$ cat src/rtl/uart_pkg.sv
// Shared definitions for the UART transmitter/receiver pair: parity encodings,
// transmit FSM state encoding and the bit-period helper.
package uart_pkg;

  localparam int PARITY_NONE = 0;
  localparam int PARITY_ODD  = 1;
  localparam int PARITY_EVEN = 2;

  localparam logic [2:0] ST_IDLE   = 3'd0;
  localparam logic [2:0] ST_START  = 3'd1;
  localparam logic [2:0] ST_DATA   = 3'd2;
  localparam logic [2:0] ST_PARITY = 3'd3;
  localparam logic [2:0] ST_STOP   = 3'd4;

  // Truncating divide: the line runs slightly fast when the ratio is not integral.
  function automatic int clks_per_bit(input int clk_freq, input int baud_rate);
    return clk_freq / baud_rate;
  endfunction

endpackage

$ cat src/rtl/uart_baud_tick.sv
// Bit-period timer: reloads on i_reload and pulses o_bit_end in the last clk
// cycle of every CLKS_PER_BIT-cycle period while i_en is high.
module uart_baud_tick #(
  parameter int CLKS_PER_BIT = 5208
) (
  input  logic clk,
  input  logic rst,
  input  logic i_reload,
  input  logic i_en,
  output logic o_bit_end
);

  localparam int CW = (CLKS_PER_BIT > 1) ? $clog2(CLKS_PER_BIT) : 1;
  localparam logic [CW-1:0] C_RELOAD = CW'(CLKS_PER_BIT - 1);

  logic [CW-1:0] r_cnt;
  logic          w_zero;

  assign w_zero    = (r_cnt == '0);
  assign o_bit_end = i_en & w_zero & ~i_reload;

  always_ff @(posedge clk or negedge rst) begin
    if (!rst) begin
      r_cnt <= '0;
    end else if (i_reload) begin
      r_cnt <= C_RELOAD;
    end else if (i_en) begin
      if (w_zero) begin
        r_cnt <= C_RELOAD;
      end else begin
        r_cnt <= r_cnt - 1'b1;
      end
    end
  end

endmodule

$ cat src/rtl/uart_tx.sv
// UART transmitter: one word per valid/ready handshake, sent as start, data
// (LSB first), optional parity and stop bits. UART_TX_CTS_EN adds cts_n gating.
module uart_tx
  import uart_pkg::*;
#(
  parameter int BAUD_RATE  = 9600,
  parameter int PARITY_BIT = 2,
  parameter int DATA_LEN   = 8,
  parameter int STOP_BIT   = 1,
  parameter int CLK_FREQ   = 50_000_000
) (
  input  logic                clk,
  input  logic                rst,
  input  logic [DATA_LEN-1:0] in_data,
  input  logic                tx_valid,
  output logic                tx_ready,
  output logic                tx,
  output logic                busy,
`ifdef UART_TX_CTS_EN
  input  logic                cts_n,
`endif
  output logic [2:0]          state
);

  // Handshake: a word is taken on any clk edge where tx_valid and tx_ready are
  // both high; tx_valid is don't-care while tx_ready is low.

  localparam int CPB = clks_per_bit(CLK_FREQ, BAUD_RATE);
  localparam int BW  = $clog2(DATA_LEN + 1);
  localparam logic [BW-1:0] C_DLEN = BW'(DATA_LEN);
  localparam logic [BW-1:0] C_STOP = BW'(STOP_BIT);
  localparam logic [BW-1:0] C_ONE  = BW'(1);

  logic [2:0]          r_state;
  logic [DATA_LEN-1:0] r_shift;
  logic                r_parity;
  logic                r_tx;
  logic [BW-1:0]       r_bit_cnt;

  logic w_idle;
  logic w_accept;
  logic w_bit_end;
  logic w_parity;

  assign w_idle = (r_state == ST_IDLE);

`ifdef UART_TX_CTS_EN
  assign tx_ready = w_idle & ~cts_n;
`else
  assign tx_ready = w_idle;
`endif

  assign w_accept = tx_valid & tx_ready;
  assign busy     = ~w_idle;
  assign tx       = r_tx;
  assign state    = r_state;

  assign w_parity = (PARITY_BIT == PARITY_ODD) ? ~(^in_data) : (^in_data);

  uart_baud_tick #(
    .CLKS_PER_BIT (CPB)
  ) u_baud_tick (
    .clk       (clk),
    .rst       (rst),
    .i_reload  (w_accept),
    .i_en      (~w_idle),
    .o_bit_end (w_bit_end)
  );

  always_ff @(posedge clk or negedge rst) begin
    if (!rst) begin
      r_state   <= ST_IDLE;
      r_shift   <= '0;
      r_parity  <= 1'b0;
      r_tx      <= 1'b1;
      r_bit_cnt <= '0;
    end else begin
      case (r_state)
        ST_IDLE: begin
          r_tx <= 1'b1;
          if (w_accept) begin
            r_shift   <= in_data;
            r_parity  <= w_parity;
            r_tx      <= 1'b0;
            r_bit_cnt <= '0;
            r_state   <= ST_START;
          end
        end
        ST_START: begin
          if (w_bit_end) begin
            r_tx      <= r_shift[0];
            r_shift   <= r_shift >> 1;
            r_bit_cnt <= C_ONE;
            r_state   <= ST_DATA;
          end
        end
        ST_DATA: begin
          if (w_bit_end) begin
            if (r_bit_cnt == C_DLEN) begin
              // r_bit_cnt is reused to count stop-bit periods
              r_bit_cnt <= C_ONE;
              if (PARITY_BIT != PARITY_NONE) begin
                r_tx    <= r_parity;
                r_state <= ST_PARITY;
              end else begin
                r_tx    <= 1'b1;
                r_state <= ST_STOP;
              end
            end else begin
              r_tx      <= r_shift[0];
              r_shift   <= r_shift >> 1;
              r_bit_cnt <= r_bit_cnt + 1'b1;
            end
          end
        end
        ST_PARITY: begin
          if (w_bit_end) begin
            r_tx      <= 1'b1;
            r_bit_cnt <= C_ONE;
            r_state   <= ST_STOP;
          end
        end
        ST_STOP: begin
          r_tx <= 1'b1;
          if (w_bit_end) begin
            if (r_bit_cnt == C_STOP) begin
              r_bit_cnt <= '0;
              r_state   <= ST_IDLE;
            end else begin
              r_bit_cnt <= r_bit_cnt + 1'b1;
            end
          end
        end
        default: begin
          r_tx      <= 1'b1;
          r_bit_cnt <= '0;
          r_state   <= ST_IDLE;
        end
      endcase
    end
  end

endmodule
$ cat config.mk
export PLATFORM = sky130hd
export DESIGN_NAME = uart_tx
export DESIGN_NICKNAME = d
export VERILOG_FILES = /design/src/rtl/uart_pkg.sv /design/src/rtl/uart_baud_tick.sv /design/src/rtl/uart_tx.sv
export SDC_FILE = /design/constraint.sdc
export NUM_CORES = 1
export LEC_CHECK = 0
export ABC_AREA = 0
export CAP_MARGIN = 10
export CORE_UTILIZATION = 59
export CTS_BUF_LIST = sky130_fd_sc_hd__clkbuf_4
export CTS_CLUSTER_SIZE = 14
export DETAILED_ROUTE_END_ITERATION = 12
export GPL_ROUTABILITY_DRIVEN = 1
export PLACE_DENSITY = 0.85
export SYNTH_ARGS = -nofsm -noshare
export SYNTH_HDL_FRONTEND = slang
export SYNTH_SLANG_ARGS = --single-unit
$ cat constraint.sdc
create_clock -name clk -period 2.01 [get_ports clk]
set_input_delay 0.3015 -clock clk [delete_from_list [all_inputs] [get_ports clk]]
set_output_delay 0.3015 -clock clk [all_outputs]
set_load 0.005 [all_outputs]
## Word level (Yosys, flattened, before mapping)

Index checks and enable logic that the tools add are counted.

| operators by class | value |
|---|---|
| $add $sub $neg | 2 |
| equal/unequal tests | 15 |
| mux-type cells | 29 |
| bitwise logic cells | 5 |
| reductions and logical operators | 10 |

Operator list:

| operator | number |
|---|---|
| 13-bit 2-to-1 mux | 3 |
| 8-bit 2-to-1 mux | 4 |
| 4-bit 2-to-1 mux | 6 |
| 8-bit one-hot mux with 3 select lines | 1 |
| 3-bit 2-to-1 mux | 7 |
| 4-bit one-hot mux with 4 select lines | 1 |
| 3-bit one-hot mux with 5 select lines | 1 |
| 13-bit zero test | 1 |
| 13-bit by 1-bit subtractor with 13-bit output (second input constant) | 1 |
| 2-bit by 1-bit inequality test with 1-bit output (second input constant) | 6 |
| 8-bit XOR reduction | 1 |
| 7-bit AND reduction | 1 |
| 3-bit by 2-bit == test with 1-bit output (second input constant) | 2 |
| 2-bit inequality test (second input constant) | 3 |
| 1-bit 2-to-1 mux | 5 |
| 5-bit AND reduction | 1 |
| 4-bit by 1-bit adder with 4-bit output (second input constant) | 1 |
| 4-bit by 1-bit == test with 1-bit output (second input constant) | 1 |
| 4-bit == test (second input constant) | 1 |
| 1-bit one-hot mux with 4 select lines | 1 |
| 4-bit AND reduction | 1 |
| 1-bit bitwise AND | 3 |
| 3-bit by 1-bit == test with 1-bit output (second input constant) | 1 |
| 3-bit == test (second input constant) | 1 |
| other kinds (6) | 7 |

| word-level totals | value |
|---|---|
| bits in registers | 30 |
| bits of input ports | 11 |
| output and inout port bits | 6 |
| word-level logic and storage cells | 67 |

## Logic depth before layout (Yosys ltp)

| depth | value |
|---|---|
| depth after elaboration | 6 |
| depth in mapped cells | 7 |

## Cells and area by module

Synthesis repeated with hierarchy kept, for this count alone.

| second synthesis, totals | value |
|---|---|
| cells, all modules | 189 |
| area total of the unflattened synthesis | 1901.8 um^2 |

By module, submodules not included:

| module | instances | cells each | area each (um^2) |
|---|---|---|---|
| uart_tx | 1 | 108 | 1133.6 |
| uart_baud_tick | 1 | 81 | 768.2 |

## Worst setup path after synthesis

No wires, ideal clock.

| timing | value |
|---|---|
| kind | register -> register |
| from | reg u_baud_tick.r_cnt[0] |
| to | reg r_bit_cnt[2] |
| library setup time | 0.130 ns |
| data arrival time | 1.704 ns |
| data required time | 1.880 ns |
| setup slack | 0.176 ns |
| stages on the path, launching flop included | 8 |
| clock period less this slack | 1.834 ns |
| cell sequence | dfrtp_1 > inv_1 > ha_1 > nor4b_4 > nand4b_4 > buf_2 > a221oi_1 > o22ai_1 |

| on the way | value |
|---|---|
| word-level cells in the longest chain between the ends | 5 |
| elaborated cells between the ends (all ways) | 7 |
| classes of those cells | eq/ne: 3; bitwise: 2; reduce/logical: 2 |

RTL lines:

| what | RTL line | source |
|---|---|---|
| from (decl) | uart_baud_tick.sv:16 | `logic [CW-1:0] r_cnt;` |
| from (signal assigned) | uart_baud_tick.sv:31 | `r_cnt <= r_cnt - 1'b1;` |
| 13-bit zero test (*) | uart_baud_tick.sv:19 | `assign w_zero = (r_cnt == '0);` |
| 1-bit bitwise AND (*) (2 in series) | uart_baud_tick.sv:20 | `assign o_bit_end = i_en & w_zero & ~i_reload;` |
| 2-bit by 1-bit inequality test with 1-bit output (no source line) | - |  |
| 4-bit AND reduction (no source line) (*) | - |  |
| to (signal assigned) | uart_tx.sv:112 | `r_bit_cnt <= r_bit_cnt + 1'b1;` |
| to (signal assigned) | uart_tx.sv:130 | `r_bit_cnt <= r_bit_cnt + 1'b1;` |
| to (decl) | uart_tx.sv:38 | `logic [BW-1:0] r_bit_cnt;` |

Every way passes the cells marked *; elsewhere a longest branch is shown, timed or not.
A chain may end at the register's enable or synchronous reset.

## Final worst setup path

| timing | value |
|---|---|
| from | reg r_bit_cnt[0] |
| to | reg r_shift[5] |

| on the way | value |
|---|---|
| word-level cells in the longest chain between the ends | 3 |

RTL lines:

| what | RTL line | source |
|---|---|---|
| 4-bit == test | uart_tx.sv:99 | `if (r_bit_cnt == C_DLEN) begin` |
| 2-bit inequality test (no source line) | - |  |
| 5-bit AND reduction (no source line) | - |  |
| to (signal assigned) | uart_tx.sv:82 | `r_shift <= in_data;` |
| to (signal assigned) | uart_tx.sv:92 | `r_shift <= r_shift >> 1;` |
| to (signal assigned) | uart_tx.sv:111 | `r_shift <= r_shift >> 1;` |
| to (decl) | uart_tx.sv:35 | `logic [DATA_LEN-1:0] r_shift;` |

Every way passes these cells.

==> impl_results.html <==
<table>
<tr><th>Metric</th><th>Value</th></tr>
<tr><th colspan="2">Routing</th></tr>
<tr><td>Number of nets with antenna violations after routing</td><td>0</td></tr>
<tr><td>Routed WL</td><td>4.40 mm</td></tr>
<tr><td>First-pass iteration count of the detailed router</td><td>4</td></tr>
<tr><td>Drt drc</td><td>0</td></tr>
<tr><td>Vias</td><td>1692</td></tr>
<tr><td>Final routed wire length divided by cell count</td><td>16.2 µm</td></tr>
<tr><td>Via density per instance</td><td>6.22</td></tr>
<tr><td>Number of DRC violations after detailed-routing iteration 0</td><td>95</td></tr>
<tr><th colspan="2">Timing</th></tr>
<tr><td>Worst setup skew after layout</td><td>0.0157 ns</td></tr>
<tr><td>RSZ-0062 raised after global routing</td><td>yes</td></tr>
<tr><td>Max-slew violations</td><td>0</td></tr>
<tr><td>Final critical-path required period</td><td>1.94 ns</td></tr>
<tr><td>Finish-stage setup viols</td><td>0</td></tr>
<tr><td>WHS</td><td>0.345 ns</td></tr>
<tr><td>Worst rel slew slack</td><td>0.706</td></tr>
<tr><td>Fin. Hold Viols</td><td>0</td></tr>
<tr><td>Period utilization</td><td>0.964</td></tr>
<tr><td>Max frequency</td><td>516 MHz</td></tr>
<tr><td>Measured slew at the worst slew-check pin</td><td>0.442 ns</td></tr>
<tr><th colspan="2">Yosys</th></tr>
<tr><td>Share of synthesized registers carrying an async set or reset</td><td>1.00</td></tr>
<tr><td>Number of warnings printed during yosys synthesis</td><td>0</td></tr>
<tr><td>Proportion of synthesized chip area in sequential cells</td><td>0.393</td></tr>
<tr><td>Synthesized area</td><td>1910 µm²</td></tr>
<tr><td>Number of storage elements in the synthesis netlist</td><td>30</td></tr>
<tr><td>Post-Syn Nets</td><td>209</td></tr>
<tr><td>Number of enable flip-flop cells after synthesis</td><td>0</td></tr>
<tr><td>Mean instance size in the synthesized netlist</td><td>9.86 µm²</td></tr>
<tr><td>Unique cell type count in the Yosys netlist</td><td>58</td></tr>
<tr><td>Gate Count Post-Synth</td><td>194</td></tr>
<tr><td>Main synth FF type</td><td>sky130_fd_sc_hd__dfrtp_1</td></tr>
<tr><th colspan="2">Worst setup path</th></tr>
<tr><td>Slowest CP cell</td><td>sky130_fd_sc_hd__dfrtp_2</td></tr>
<tr><td>Startpoint class of the critical path</td><td>register</td></tr>
<tr><td>Worst stage delay on the critical path</td><td>0.42 ns</td></tr>
<tr><td>CP cell instances</td><td>inv_1 -&gt; ha_1 -&gt; and3b_1 -&gt; o22a_1 -&gt; a211oi_4 -&gt; a2bb2oi_1</td></tr>
<tr><td>Beginning of the worst register-to-register path</td><td>r_bit_cnt[0]</td></tr>
<tr><td>Type of element capturing the critical path</td><td>register</td></tr>
<tr><td>Worst endpoint required time</td><td>2.24 ns</td></tr>
<tr><td>Arrival time of data at the critical path endpoint</td><td>2.17 ns</td></tr>
<tr><td>Launching element of the worst setup path</td><td>r_bit_cnt[0]</td></tr>
<tr><td>CP max FO</td><td>8</td></tr>
<tr><td>Start-to-end type of the worst setup path</td><td>reg -&gt; reg</td></tr>
<tr><th colspan="2">Place</th></tr>
<tr><td>Total of buffers placed on input and output ports</td><td>16</td></tr>
<tr><td>Detailed-placement wirelength estimate</td><td>3.18 mm</td></tr>
<tr><td>Final GP Congestion</td><td>0.884</td></tr>
<tr><td>Cell Count Post-Placement</td><td>262</td></tr>
<tr><td>Instance area at placement</td><td>2210 µm²</td></tr>
<tr><th colspan="2">Clock tree</th></tr>
<tr><td>Clock sink count</td><td>30</td></tr>
<tr><td>Buffer levels on the longest clock path</td><td>2</td></tr>
<tr><td>TritonCTS clock tree</td><td>done</td></tr>
<tr><td>Number of levels in the clock H-tree</td><td>2</td></tr>
<tr><td>Number of buffers added by the clock tree synthesis step</td><td>5</td></tr>
<tr><td>Clk Latency, worst-skew pair</td><td>0.33 ns</td></tr>
<tr><td>Root Driver</td><td>sky130_fd_sc_hd__clkbuf_4</td></tr>
<tr><td>Clock-pin transition on the worst setup and hold timing paths</td><td>0.10 ns</td></tr>
<tr><th colspan="2">Floorplan</th></tr>
<tr><td>Core region area</td><td>3050 µm²</td></tr>
<tr><td>Die boundary width</td><td>58.9 µm</td></tr>
<tr><td>Initial Utilization</td><td>0.627</td></tr>
<tr><td>Die Ht</td><td>58.9 µm</td></tr>
<tr><td>Top-level port count</td><td>17</td></tr>
<tr><td>Placement row count</td><td>20</td></tr>
<tr><td>Die ar.</td><td>3470 µm²</td></tr>
<tr><th colspan="2">Outcome</th></tr>
<tr><td>Result of the run</td><td>complete, no violations</td></tr>
<tr><th colspan="2">GRT</th></tr>
<tr><td>Number of global-route vias before repair</td><td>1630</td></tr>
<tr><td>Initial antenna violation count</td><td>0</td></tr>
<tr><td>Largest net degree at the start of global routing</td><td>31</td></tr>
<tr><td>Grt total ovfl</td><td>0</td></tr>
<tr><td>First-pass GRT wire length</td><td>7.51 mm</td></tr>
<tr><td>Aggregate global-route resource usage</td><td>0.286</td></tr>
<tr><th colspan="2">Power and ir drop</th></tr>
<tr><td>Cell Pwr Density</td><td>721 nW/µm²</td></tr>
<tr><td>Static leakage</td><td>1.02 nW</td></tr>
<tr><td>Overall power consumption</td><td>1.66 mW</td></tr>
<tr><td>Peak supply drop</td><td>0.000627 V</td></tr>
<tr><th colspan="2">Final layout</th></tr>
<tr><td>Filler cell count in the final layout</td><td>224</td></tr>
<tr><td>Layout overhead on the synthesized area</td><td>20.6%</td></tr>
<tr><td>Non-filler instance count after layout</td><td>272</td></tr>
<tr><td>Antenna fix cells</td><td>0</td></tr>
<tr><td>Summed area of non-filler cells in the final layout</td><td>2310 µm²</td></tr>
<tr><td>Area used by sequential logic in the layout</td><td>753 µm²</td></tr>
<tr><td>Net total in the final layout</td><td>242</td></tr>
<tr><td>Layout cells sized above 1</td><td>0.215</td></tr>
<tr><td>Area of the multi-input gates</td><td>1070 µm²</td></tr>
<tr><th colspan="2">Flow run</th></tr>
<tr><td>Max_cap viols</td><td>0</td></tr>
<tr><th colspan="2">Min path</th></tr>
<tr><td>Min-Delay Path Class</td><td>in -&gt; async</td></tr>
</table>
-- cells in the final DEF, fill, tap and decap left out, types with 3 or more instances in the layout --
cell type	n
sky130_fd_sc_hd__dfrtp_1	28
sky130_fd_sc_hd__buf_4	21
sky130_fd_sc_hd__clkdlybuf4s50_1	15
sky130_fd_sc_hd__nor2_1	12
sky130_fd_sc_hd__inv_1	11
sky130_fd_sc_hd__o31ai_1	10
sky130_fd_sc_hd__o21ai_0	10
sky130_fd_sc_hd__xnor2_1	8
sky130_fd_sc_hd__a2bb2oi_1	8
sky130_fd_sc_hd__a31oi_1	7
sky130_fd_sc_hd__o21bai_1	7
sky130_fd_sc_hd__clkbuf_4	7
sky130_fd_sc_hd__a21oi_1	6
sky130_fd_sc_hd__nand3_1	4
sky130_fd_sc_hd__a211o_1	4
sky130_fd_sc_hd__nand2_1	4
sky130_fd_sc_hd__and3_1	3
sky130_fd_sc_hd__nand2b_1	3
sky130_fd_sc_hd__nand4_1	3
sky130_fd_sc_hd__nor3_1	3
sky130_fd_sc_hd__ha_1	3
-- worst max-delay path, delay by kind of cell (launching register included) --
kind | cells | cell delay (ns)
compound gates | 3 | 0.92
fa+ha+maj | 1 | 0.19
buf+inv | 1 | 0.07
flops | 1 | 0.42
simple gates | 1 | 0.24
-- where the power goes --
part	internal, mW	switching, mW
Combinational	0.224	0.183
Clock	0.161	0.198
Sequential	0.729	0.169
-- final timing paths --
check                                        to  slack, ns  cells after the start
max in group asynchronous                    tx       1.33                      2
min reg2reg                u_baud_tick.r_cnt[7]       0.55                      1
max reg2reg                          r_shift[5]       0.07                      6
min                                r_bit_cnt[3]       0.34                      2
max                                  r_shift[5]       0.07                      6
min in group clk           u_baud_tick.r_cnt[7]       0.55                      1
-- cells in the mapped netlist (all sizes together) (2+ instances only) --
library cell	number	share of area
a211o	4	0.018
a211oi	2	0.017
a21oi	7	0.018
a22o	2	0.0092
a2bb2oi	8	0.037
a31oi	7	0.023
a41oi	2	0.0092
and3	3	0.0098
buf	8	0.026
clkbuf	4	0.0078
dfrtp	29	0.38
ha	4	0.026
inv	12	0.024
nand2	4	0.0078
nand2b	3	0.0098
nand3	4	0.010
nand4	3	0.0098
nor2	12	0.024
nor3	4	0.013
nor3b	2	0.0078
nor4	4	0.020
o21ai	11	0.031
o21bai	7	0.027
o31ai	10	0.039
o32ai	3	0.018
or3	3	0.0098
or3b	2	0.0092
xnor2	8	0.037
-- sequential cells by signal (all words and copies together), names as in the netlist --
name / flops
r_bit_cnt: 4
r_parity: 1
r_shift: 8
state: 3
tx: 1
u_baud_tick.r_cnt: 13
-- timing repair --
| action | 4_1_cts | 5_1_grt |
|---|---|---|
| setup endpoints to repair | 2 | 11 |
| setup buffers | 1 | 1 |
| gates resized for setup | 2 | 5 |
| cloned | 0 | 0 |
| hold buffers | 0 | 0 |
| pin swaps | 1 | 2 |
-- cell type report --
cell class | instances | share of cell area
multi-input combinational | 140 | 0.464
sequential | 30 | 0.326
timing repair buffer | 38 | 0.142
tap | 44 | 0.0239
clock buffer | 7 | 0.0228
inverter | 12 | 0.0195
clock inverter | 1 | 0.00163
-- kinds of logic after synthesis --
family	synth area share
AOI/OAI and AO/OA	0.294
and+or+nand+nor	0.181
DFF	0.393
buffers and inverters	0.0575
xor gates and xnor gates	0.0366
adders and majority gates	0.0262
muxes	0.0111
-- through the flow --
stage / util / TNS, ns / setup WS (ns)
2_1_floorplan: - / 0 / 0.176
3_3_place_gp: 0.725 / 0 / 0.132
3_5_place_dp: 0.725 / 0 / 0.0442
4_1_cts: 0.747 / 0 / 0.0363
5_1_grt: 0.756 / -0.175 / -0.0328
6_report: 0.756 / 0 / 0.0732
-- per-layer routing --
metal / GRT usage / wire [µm] / up-vias
li1: - / - / 811
met1: 0.390 / 1990 / 824
met2: 0.459 / 2150 / 53
met3: 0.0703 / 228 / 4
met4: 0.0680 / 29 / 0
met5: 0 / 0 / -
(Power assumes the default switching activity.)
